$ cat src/rtl/stack_controller_pkg.sv
// Shared types for the operand-stack controller: op encodings and FSM states.
package stack_controller_pkg;

  typedef enum logic [1:0] {
    OP_PUSH    = 2'b00,
    OP_POP     = 2'b01,
    OP_PEEK    = 2'b10,
    OP_REPLACE = 2'b11
  } op_t;

  typedef enum logic [2:0] {
    S_IDLE    = 3'd0,
    S_RD_ADDR = 3'd1,
    S_RD_DATA = 3'd2,
    S_WR      = 3'd3,
    S_DONE    = 3'd4
  } state_t;

endpackage

$ cat src/rtl/stack_controller_if.sv
// Op request/response handshake between the control-unit FSM and the stack controller.
interface stack_controller_if #(parameter int DATA_W = 8);
  import stack_controller_pkg::*;

  logic              op_valid;
  op_t               op;
  logic [DATA_W-1:0] wr_data;
  logic              err_clr;
  logic              op_ready;
  logic              op_done;
  logic              op_err;
  logic [DATA_W-1:0] rd_data;

  modport master (
    output op_valid, op, wr_data, err_clr,
    input  op_ready, op_done, op_err, rd_data
  );

  modport slave (
    input  op_valid, op, wr_data, err_clr,
    output op_ready, op_done, op_err, rd_data
  );

endinterface

$ cat src/rtl/stack_controller_ptr.sv
// Stack occupancy counter (0..DEPTH) with combinational full/empty decode.
module stack_ptr #(
  parameter int ADDR_W = 4
) (
  input  logic            clock,
  input  logic            reset,
  input  logic            inc,
  input  logic            dec,
  output logic [ADDR_W:0] sp,
  output logic            full,
  output logic            empty
);

  localparam logic [ADDR_W:0] DEPTH = {1'b1, {ADDR_W{1'b0}}};
  localparam logic [ADDR_W:0] ONE   = {{ADDR_W{1'b0}}, 1'b1};

  // Guards keep the count inside 0..DEPTH even if a caller misbehaves.
  always_ff @(posedge clock or posedge reset) begin
    if (reset) begin
      sp <= '0;
    end else if (inc && !dec && !full) begin
      sp <= sp + ONE;
    end else if (dec && !inc && !empty) begin
      sp <= sp - ONE;
    end
  end

  assign full  = (sp == DEPTH);
  assign empty = (sp == '0);

endmodule

$ cat src/rtl/stack_controller.sv
// Sequences a single-port synchronous-read stack RAM for PUSH/POP/PEEK/REPLACE requests,
// owning the stack pointer and the sticky overflow/underflow flags.
module stack_controller
  import stack_controller_pkg::*;
#(
  parameter int DATA_W = 8,
  parameter int ADDR_W = 4
) (
  input  logic                clock,
  input  logic                reset,
  stack_controller_if.slave   bus,
  output logic [ADDR_W:0]     sp,
  output logic                full,
  output logic                empty,
  output logic                ovf,
  output logic                udf,
  output logic [ADDR_W-1:0]   mem_addr,
  output logic [DATA_W-1:0]   mem_wdata,
  output logic                mem_wren,
  input  logic [DATA_W-1:0]   mem_rdata
);

  localparam logic [ADDR_W-1:0] ONE_A = {{(ADDR_W-1){1'b0}}, 1'b1};

  state_t            state;
  state_t            state_next;
  op_t               op_q;
  logic              accept;
  logic              ovf_set;
  logic              udf_set;
  logic              sp_inc;
  logic              sp_dec;
  logic [ADDR_W-1:0] top_addr;

  assign accept   = (state == S_IDLE) && bus.op_valid;
  assign top_addr = sp[ADDR_W-1:0] - ONE_A;
  assign sp_inc   = (state == S_WR) && (op_q == OP_PUSH);
  assign sp_dec   = (state == S_RD_DATA) && (op_q == OP_POP);

  assign bus.op_ready = (state == S_IDLE);
  assign mem_wren     = (state == S_WR);

  stack_ptr #(.ADDR_W(ADDR_W)) u_ptr (
    .clock (clock),
    .reset (reset),
    .inc   (sp_inc),
    .dec   (sp_dec),
    .sp    (sp),
    .full  (full),
    .empty (empty)
  );

  // Rejected ops go straight to DONE so they never reach the write state.
  always_comb begin
    state_next = state;
    ovf_set    = 1'b0;
    udf_set    = 1'b0;
    case (state)
      S_IDLE: begin
        if (bus.op_valid) begin
          if (bus.op == OP_PUSH && full) begin
            ovf_set    = 1'b1;
            state_next = S_DONE;
          end else if (bus.op != OP_PUSH && empty) begin
            udf_set    = 1'b1;
            state_next = S_DONE;
          end else if (bus.op == OP_PUSH || bus.op == OP_REPLACE) begin
            state_next = S_WR;
          end else begin
            state_next = S_RD_ADDR;
          end
        end
      end
      S_RD_ADDR: state_next = S_RD_DATA;
      S_RD_DATA: state_next = S_DONE;
      S_WR:      state_next = S_DONE;
      S_DONE:    state_next = S_IDLE;
      default:   state_next = S_IDLE;
    endcase
  end

  always_ff @(posedge clock or posedge reset) begin
    if (reset) begin
      state       <= S_IDLE;
      op_q        <= OP_PUSH;
      mem_addr    <= '0;
      mem_wdata   <= '0;
      bus.rd_data <= '0;
      bus.op_done <= 1'b0;
      bus.op_err  <= 1'b0;
      ovf         <= 1'b0;
      udf         <= 1'b0;
    end else begin
      state       <= state_next;
      bus.op_done <= (state_next == S_DONE);
      bus.op_err  <= ovf_set | udf_set;
      if (accept) begin
        op_q      <= bus.op;
        mem_wdata <= bus.wr_data;
        mem_addr  <= (bus.op == OP_PUSH) ? sp[ADDR_W-1:0] : top_addr;
      end
      if (state == S_RD_DATA) begin
        bus.rd_data <= mem_rdata;
      end
      // A new error in the same cycle as err_clr keeps the flag set.
      ovf <= ovf_set | (ovf & ~bus.err_clr);
      udf <= udf_set | (udf & ~bus.err_clr);
    end
  end

endmodule

$ cat src/flat_wrapper.sv
// flat-port wrapper written by rule: the top's interface ports become plain ports
module stack_controller_flat import stack_controller_pkg::*;
#(
  parameter int DATA_W = 8,
  parameter int ADDR_W = 4
)
  (clock, reset, sp, full, empty, ovf, udf, mem_addr, mem_wdata, mem_wren, mem_rdata, bus_op_valid, bus_op, bus_wr_data, bus_err_clr, bus_op_ready, bus_op_done, bus_op_err, bus_rd_data);
  stack_controller_if #(.DATA_W(DATA_W)) bus_i ();
  input  logic clock;
  input  logic reset;
  output logic [ADDR_W:0] sp;
  output logic full;
  output logic empty;
  output logic ovf;
  output logic udf;
  output logic [ADDR_W-1:0] mem_addr;
  output logic [DATA_W-1:0] mem_wdata;
  output logic mem_wren;
  input  logic [DATA_W-1:0] mem_rdata;
  input wire logic [$bits(bus_i.op_valid)-1:0] bus_op_valid;
  input wire logic [$bits(bus_i.op)-1:0] bus_op;
  input wire logic [$bits(bus_i.wr_data)-1:0] bus_wr_data;
  input wire logic [$bits(bus_i.err_clr)-1:0] bus_err_clr;
  output wire logic [$bits(bus_i.op_ready)-1:0] bus_op_ready;
  output wire logic [$bits(bus_i.op_done)-1:0] bus_op_done;
  output wire logic [$bits(bus_i.op_err)-1:0] bus_op_err;
  output wire logic [$bits(bus_i.rd_data)-1:0] bus_rd_data;
  assign bus_i.op_valid = bus_op_valid;
  assign bus_i.op = bus_op;
  assign bus_i.wr_data = bus_wr_data;
  assign bus_i.err_clr = bus_err_clr;
  assign bus_op_ready = bus_i.op_ready;
  assign bus_op_done = bus_i.op_done;
  assign bus_op_err = bus_i.op_err;
  assign bus_rd_data = bus_i.rd_data;
  stack_controller #(.DATA_W(DATA_W), .ADDR_W(ADDR_W)) u_core (.clock(clock), .reset(reset), .bus(bus_i), .sp(sp), .full(full), .empty(empty), .ovf(ovf), .udf(udf), .mem_addr(mem_addr), .mem_wdata(mem_wdata), .mem_wren(mem_wren), .mem_rdata(mem_rdata));
endmodule
$ cat config.mk
export PLATFORM = sky130hd
export DESIGN_NAME = stack_controller_flat
export DESIGN_NICKNAME = d
export VERILOG_FILES = /design/src/rtl/stack_controller_pkg.sv /design/src/rtl/stack_controller_if.sv /design/src/rtl/stack_controller_ptr.sv /design/src/rtl/stack_controller.sv /design/src/flat_wrapper.sv
export SDC_FILE = /design/constraint.sdc
export NUM_CORES = 1
export LEC_CHECK = 0
export ABC_AREA = 1
export CAP_MARGIN = 20
export CORE_MARGIN = 2
export CORE_UTILIZATION = 50
export CTS_CLUSTER_SIZE = 24
export DETAILED_ROUTE_END_ITERATION = 6
export GPL_TIMING_DRIVEN = 0
export PLACE_DENSITY = 0.84
export SLEW_MARGIN = 20
export SYNTH_ARGS = -nofsm -noshare
export SYNTH_HDL_FRONTEND = slang
export SYNTH_HIERARCHICAL = 1
export SYNTH_SLANG_ARGS = --single-unit
$ cat constraint.sdc
create_clock -name clock -period 3.7 [get_ports clock]
set_clock_uncertainty 0.1 [all_clocks]
set_input_delay 1.11 -clock clock [delete_from_list [all_inputs] [get_ports clock]]
set_output_delay 1.11 -clock clock [all_outputs]
set_load 0.05 [all_outputs]
[Yosys cells after proc, flatten, opt, wreduce, memory -nomap -nowiden]
Cells that the tools add are included.
Word-level totals
  flip-flop bits (word level): 34
  word-level logic and storage cells: 62
Cells by class
  add/sub/neg operators: 3
  eq/ne operators: 7
  mux-type cells: 15
  bitwise operators: 6
  reductions and logical operators: 21
Operator list (number)
  two-way mux 5 bit: 2
  logical AND 1 bit: 9
  two-way mux 3 bit: 3
  one-hot mux 3 bit (3 select lines): 1
  two-way mux 1 bit: 7
  equality test 3 x 2 -> 1 bit (second input constant): 2
  adder 5 x 1 -> 5 bit (second input constant): 1
  equality test 5 bit (second input constant): 1
  logical NOT 5 bit: 1
  subtractor 5 x 1 -> 5 bit (second input constant): 1
  logical NOT 1 bit: 4
  logical NOT 2 bit: 2
  two-way mux 4 bit: 1
  nonzero test 2 bit: 2
  subtractor 4 x 1 -> 4 bit (second input constant): 1
  equality test 3 x 1 -> 1 bit (second input constant): 1
  equality test 3 bit (second input constant): 1
  logical NOT 3 bit: 1
  OR 1 bit: 3
  AND 1 bit: 2
  equality test 2 x 1 -> 1 bit (second input constant): 1
  equality test 2 bit (second input constant): 1
  two-way mux 2 bit: 1
  OR reduction 2 bit: 1
  2 further kinds: 2

[Longest topological paths before layout]
  depth after elaboration: 8
  depth in mapped cells: 14
  gate-level depth less buffers: 14

[Hierarchy]
Netlist, hierarchy kept.
By module, submodules not included
  stack_controller: times used 1, cells each 149, area each 1303.8 um^2
  stack_ptr: times used 1, cells each 58, area each 440.4 um^2

[Least setup slack after synthesis]
No wires, ideal clock.
  kind: register to output
  from: reg u_core.u_ptr.sp[0]
  to: out full
  data arrival time: 1337 ps
  required time: 2490 ps
  setup slack: 1153 ps
  stages on the path, launching flop included: 4
  path buffers: 0
  cell sequence: dfrtp_1 > nor2_4 > nand3_2 > inv_1
On the way
  cells in the longest elaborated chain, start to end: 1
Ends and longest elaborated chain
  start, declared: line stack_controller_ptr.sv:9  | output logic [ADDR_W:0] sp,
  start signal, assigned: line stack_controller_ptr.sv:22  | sp <= sp + ONE;
  start signal, assigned: line stack_controller_ptr.sv:24  | sp <= sp - ONE;
  equality test 5 bit: line stack_controller_ptr.sv:28  | assign full = (sp == DEPTH);
  end, declared: line flat_wrapper.sv:12  | output logic full;
Every way passes these cells.

[Worst setup path in the final report]
  from: reg u_core.u_ptr.sp[0]
  to: out empty
On the way
  cells in the longest elaborated chain, start to end: 1
Ends and longest elaborated chain
  logical NOT 5 bit: line stack_controller_ptr.sv:29  | assign empty = (sp == '0);
  end, declared: line flat_wrapper.sv:13  | output logic empty;
Every way passes these cells.

==> out/summary.txt <==
final number of max-transition violations = 0
top-count cell post-synth = nand2_1
drt wl/cell = 11.8 um
antenna diode count = 0
Final min period = 3.25 ns
Die Span Y = 63.1 um
GR Util All Layers = 20.3%
Routed Antenna Nets = 0
Num CTS Buffers = 5
unrepaired setup endpoints after global routing = no
sequential-to-total area share from yosys stat = 48.8%
initial antenna violation count = 0
Synth Area in Simple Gates = 30.5%
Max-Cap Viols = 0
Worst Path Arrival = 2.04 ns
CTS tree = yes
dominant synthesized flop cell = dfrtp_1
worst vdd ir = 0.542 mV
yosys warns = 6
Crit Path Class = reg2out
largest net degree at the start of global routing = 30
postcts setup bufs = 0
vias in the first global route = 1419
GP Congestion = 0.783
Worst-Margin Slew = 0.583 ns
Tcrit/Tclk final = 87.9%
synthesized flop and latch total = 34
Synth cell types = 24
Final Hold Fails = 0
PortBufs = 54
IO Pins = 55
Post-Syn Nets = 236
Startpoint Class = flip-flop
vias = 1526
Max-Slew Margin vs Limit = 61.1%
Bufs and invs on worst path = 2
worst hold margin = 0.387 ns
Critical Path Max Stage Delay = 0.80 ns
vias per cell = 4.84
dpl hpwl = 2.80 mm
Die Span X = 63.1 um
sequence of cells on the critical path = nor2_4, nand3_2, inv_1, clkdlybuf4s50_1
mapped cell area = 1740 sq um
clk buf depth = 2
Post-synth EDFFs = 0
row count = 21
Congestion Overflow GR = 0
slowest stage cell on the critical path = clkdlybuf4s50_1
post-synthesis xor/xnor area fraction = 1.00%
run status = finished clean
critical path's top delay family = buffers and inverters
final worst-path setup slack = 0.447 ns
Gate Count Post-Synth = 207
CP required = 2.49 ns
Placeable Area = 3340 sq um
setup_tns = 0 ns
area grow syn2layout = 37.7%
Setup crit end kind = primary output
clk slew on worst S/H paths = 0.09 ns
Post-Layout Cell Count = 315
Placed Cells = 307
largest family of logic cells by synthesized area = simple AND/OR/NAND/NOR gates
Synth Area in Adders = 5.45%
Worst Hold Class = reg2reg
Sink Count = 34
Synth top cells by count = nand2_1 (68), dfrtp_1 (34), inv_1 (31)
area leader, netlist = dfrtp_1
routed wl met2 = 1.76 mm
Post-CTS Hold Fix Bufs = 0
Achievable Freq = 0.307 GHz
highest routed layer = met4
layout cells sized above 1 = 9.29%
CTS H-tree lvls = 2
met1 wire length = 1.69 mm
fillcell total = 259
Pre-Repair DR Iteration Count = 5
wire length on met3 = 193 um
mux cell area share after synthesis = 0%
pre-CTS setup slack = 0.788 ns
Leak = 1.21 nW
Initial DRC Count = 61
Mean Syn Cell Area = 8.43 sq um
first-pass GRT wire length = 6.31 mm
Worst Path Max Fanout = 9
post-route cell area = 2400 sq um
Synth async-reset ratio = 100%
total detailed-routing wirelength = 3.70 mm
Synth Area in Compound Gates = 5.60%
DRC viols = 0
initial core utilization = 52.3%
Worst-Skew Late Latency = 0.33 ns
Yosys top cell area share = 48.8%
synth top area cells = dfrtp_1 (49%), nand2_1 (15%), inv_1 (6.7%), ha_1 (4.3%), nand3_1 (4.3%)
post-cts sizing count = 0
DIE AREA = 3980 sq um
DP Area = 2340 sq um
Pwr Density = 986 nW/um^2
Post-layout nets = 297
Root Buffer = clkbuf_4
setup violators final = 0
## cells by family (layout without fill, tap and decap cells)
| kind of cell | after synthesis | count (layout) |
|---|---|---|
| xor+xnor | 2 | 2 |
| compound gates | 19 | 19 |
| buf+inv | 36 | 98 |
| fa+ha+maj | 7 | 7 |
| simple gates | 109 | 109 |
| flops | 34 | 34 |
## state kept, by name (all words and copies together), names as in the netlist
name and flops:
u_core/op_q 2, u_core/mem_wdata 8, u_core/bus.op_err 1, u_core/ovf 1, u_core/udf 1, u_core/state 3, u_core/u_ptr/sp 5, u_core/mem_addr 4
u_core/bus.rd_data 8, u_core/bus.op_done 1
## final cells by class
cell class              instances  area [sq um]  share of cell area, %
flip-flops and latches         34           851                   35.4
multi-input cells             137           742                   30.9
repair buffers                 54           541                   22.5
inverters                      34           129                   5.36
well taps                      46          57.6                   2.40
clock buffers                   7          55.1                   2.29
plain buffers                   2          22.5                  0.938
clock inverters                 1          5.00                  0.208
## worst min-delay path: cells and delay by family, from the launching register on
| kind | cells | cell delay [ns] |
|---|---|---|
| DFF | 1 | 0.35 |
| and+or+nand+nor | 2 | 0.11 |
## per-stage QoR
stage	power [mW]	util [%]
after floorplan	1.71	-
after global placement	2.14	70.2
after detailed placement	2.18	70.2
after CTS	2.39	72.0
after global routing	2.54	72.0
final	2.37	72.0
## power breakdown
part / switching (mW) / total, mW / internal, mW
Sequential: 0.139 / 0.675 / 0.536
Clock: 0.114 / 0.206 / 0.0920
Combinational: 0.985 / 1.49 / 0.503
Total: 1.24 / 2.37 / 1.13
## final timing paths
path | from | to | slack (ns) | cells past startpoint
worst max-delay path | u_core/u_ptr/sp[0] | empty | 0.45 | 4
worst min-delay path | u_core/mem_wdata[1] | u_core/mem_wdata[1] | 0.39 | 2
worst max register to register | u_core/state[2] | u_core/u_ptr/sp[4] | 1.19 | 13
worst min register to register | u_core/mem_wdata[1] | u_core/mem_wdata[1] | 0.39 | 2
max in group asynchronous | reset | u_core/mem_addr[3] | 2.03 | 2
min in group asynchronous | reset | u_core/u_ptr/sp[4] | 0.92 | 2
## metal layers
layer | track usage [%] | up-vias
met3 | 5.71 | 7
li1 | - | 766
met1 | 24.9 | 695
met4 | 8.61 | 0
met2 | 33.5 | 58
met5 | 0 | -
## layout by cell type, fill, tap and decap left out, types with 2 or more instances in the layout
cell type        netlist  routed
nand3_2                3       3
buf_6                  2       2
inv_2                  2       3
clkinv_2               1       2
nand3_4                2       2
inv_1                 31      30
a21oi_1                3       3
nor2_1                11      11
nor2_4                 2       2
clkbuf_4               0       5
o21ai_0               13      13
dfrtp_1               34      34
xor2_1                 2       2
nand2_1               68      68
ha_1                   6       6
nand2_4                3       3
clkdlybuf4s50_1        0      54
o21ai_1                2       2
nand3_1               15      15
No activity file was read; power rests on OpenSTA's default activity.
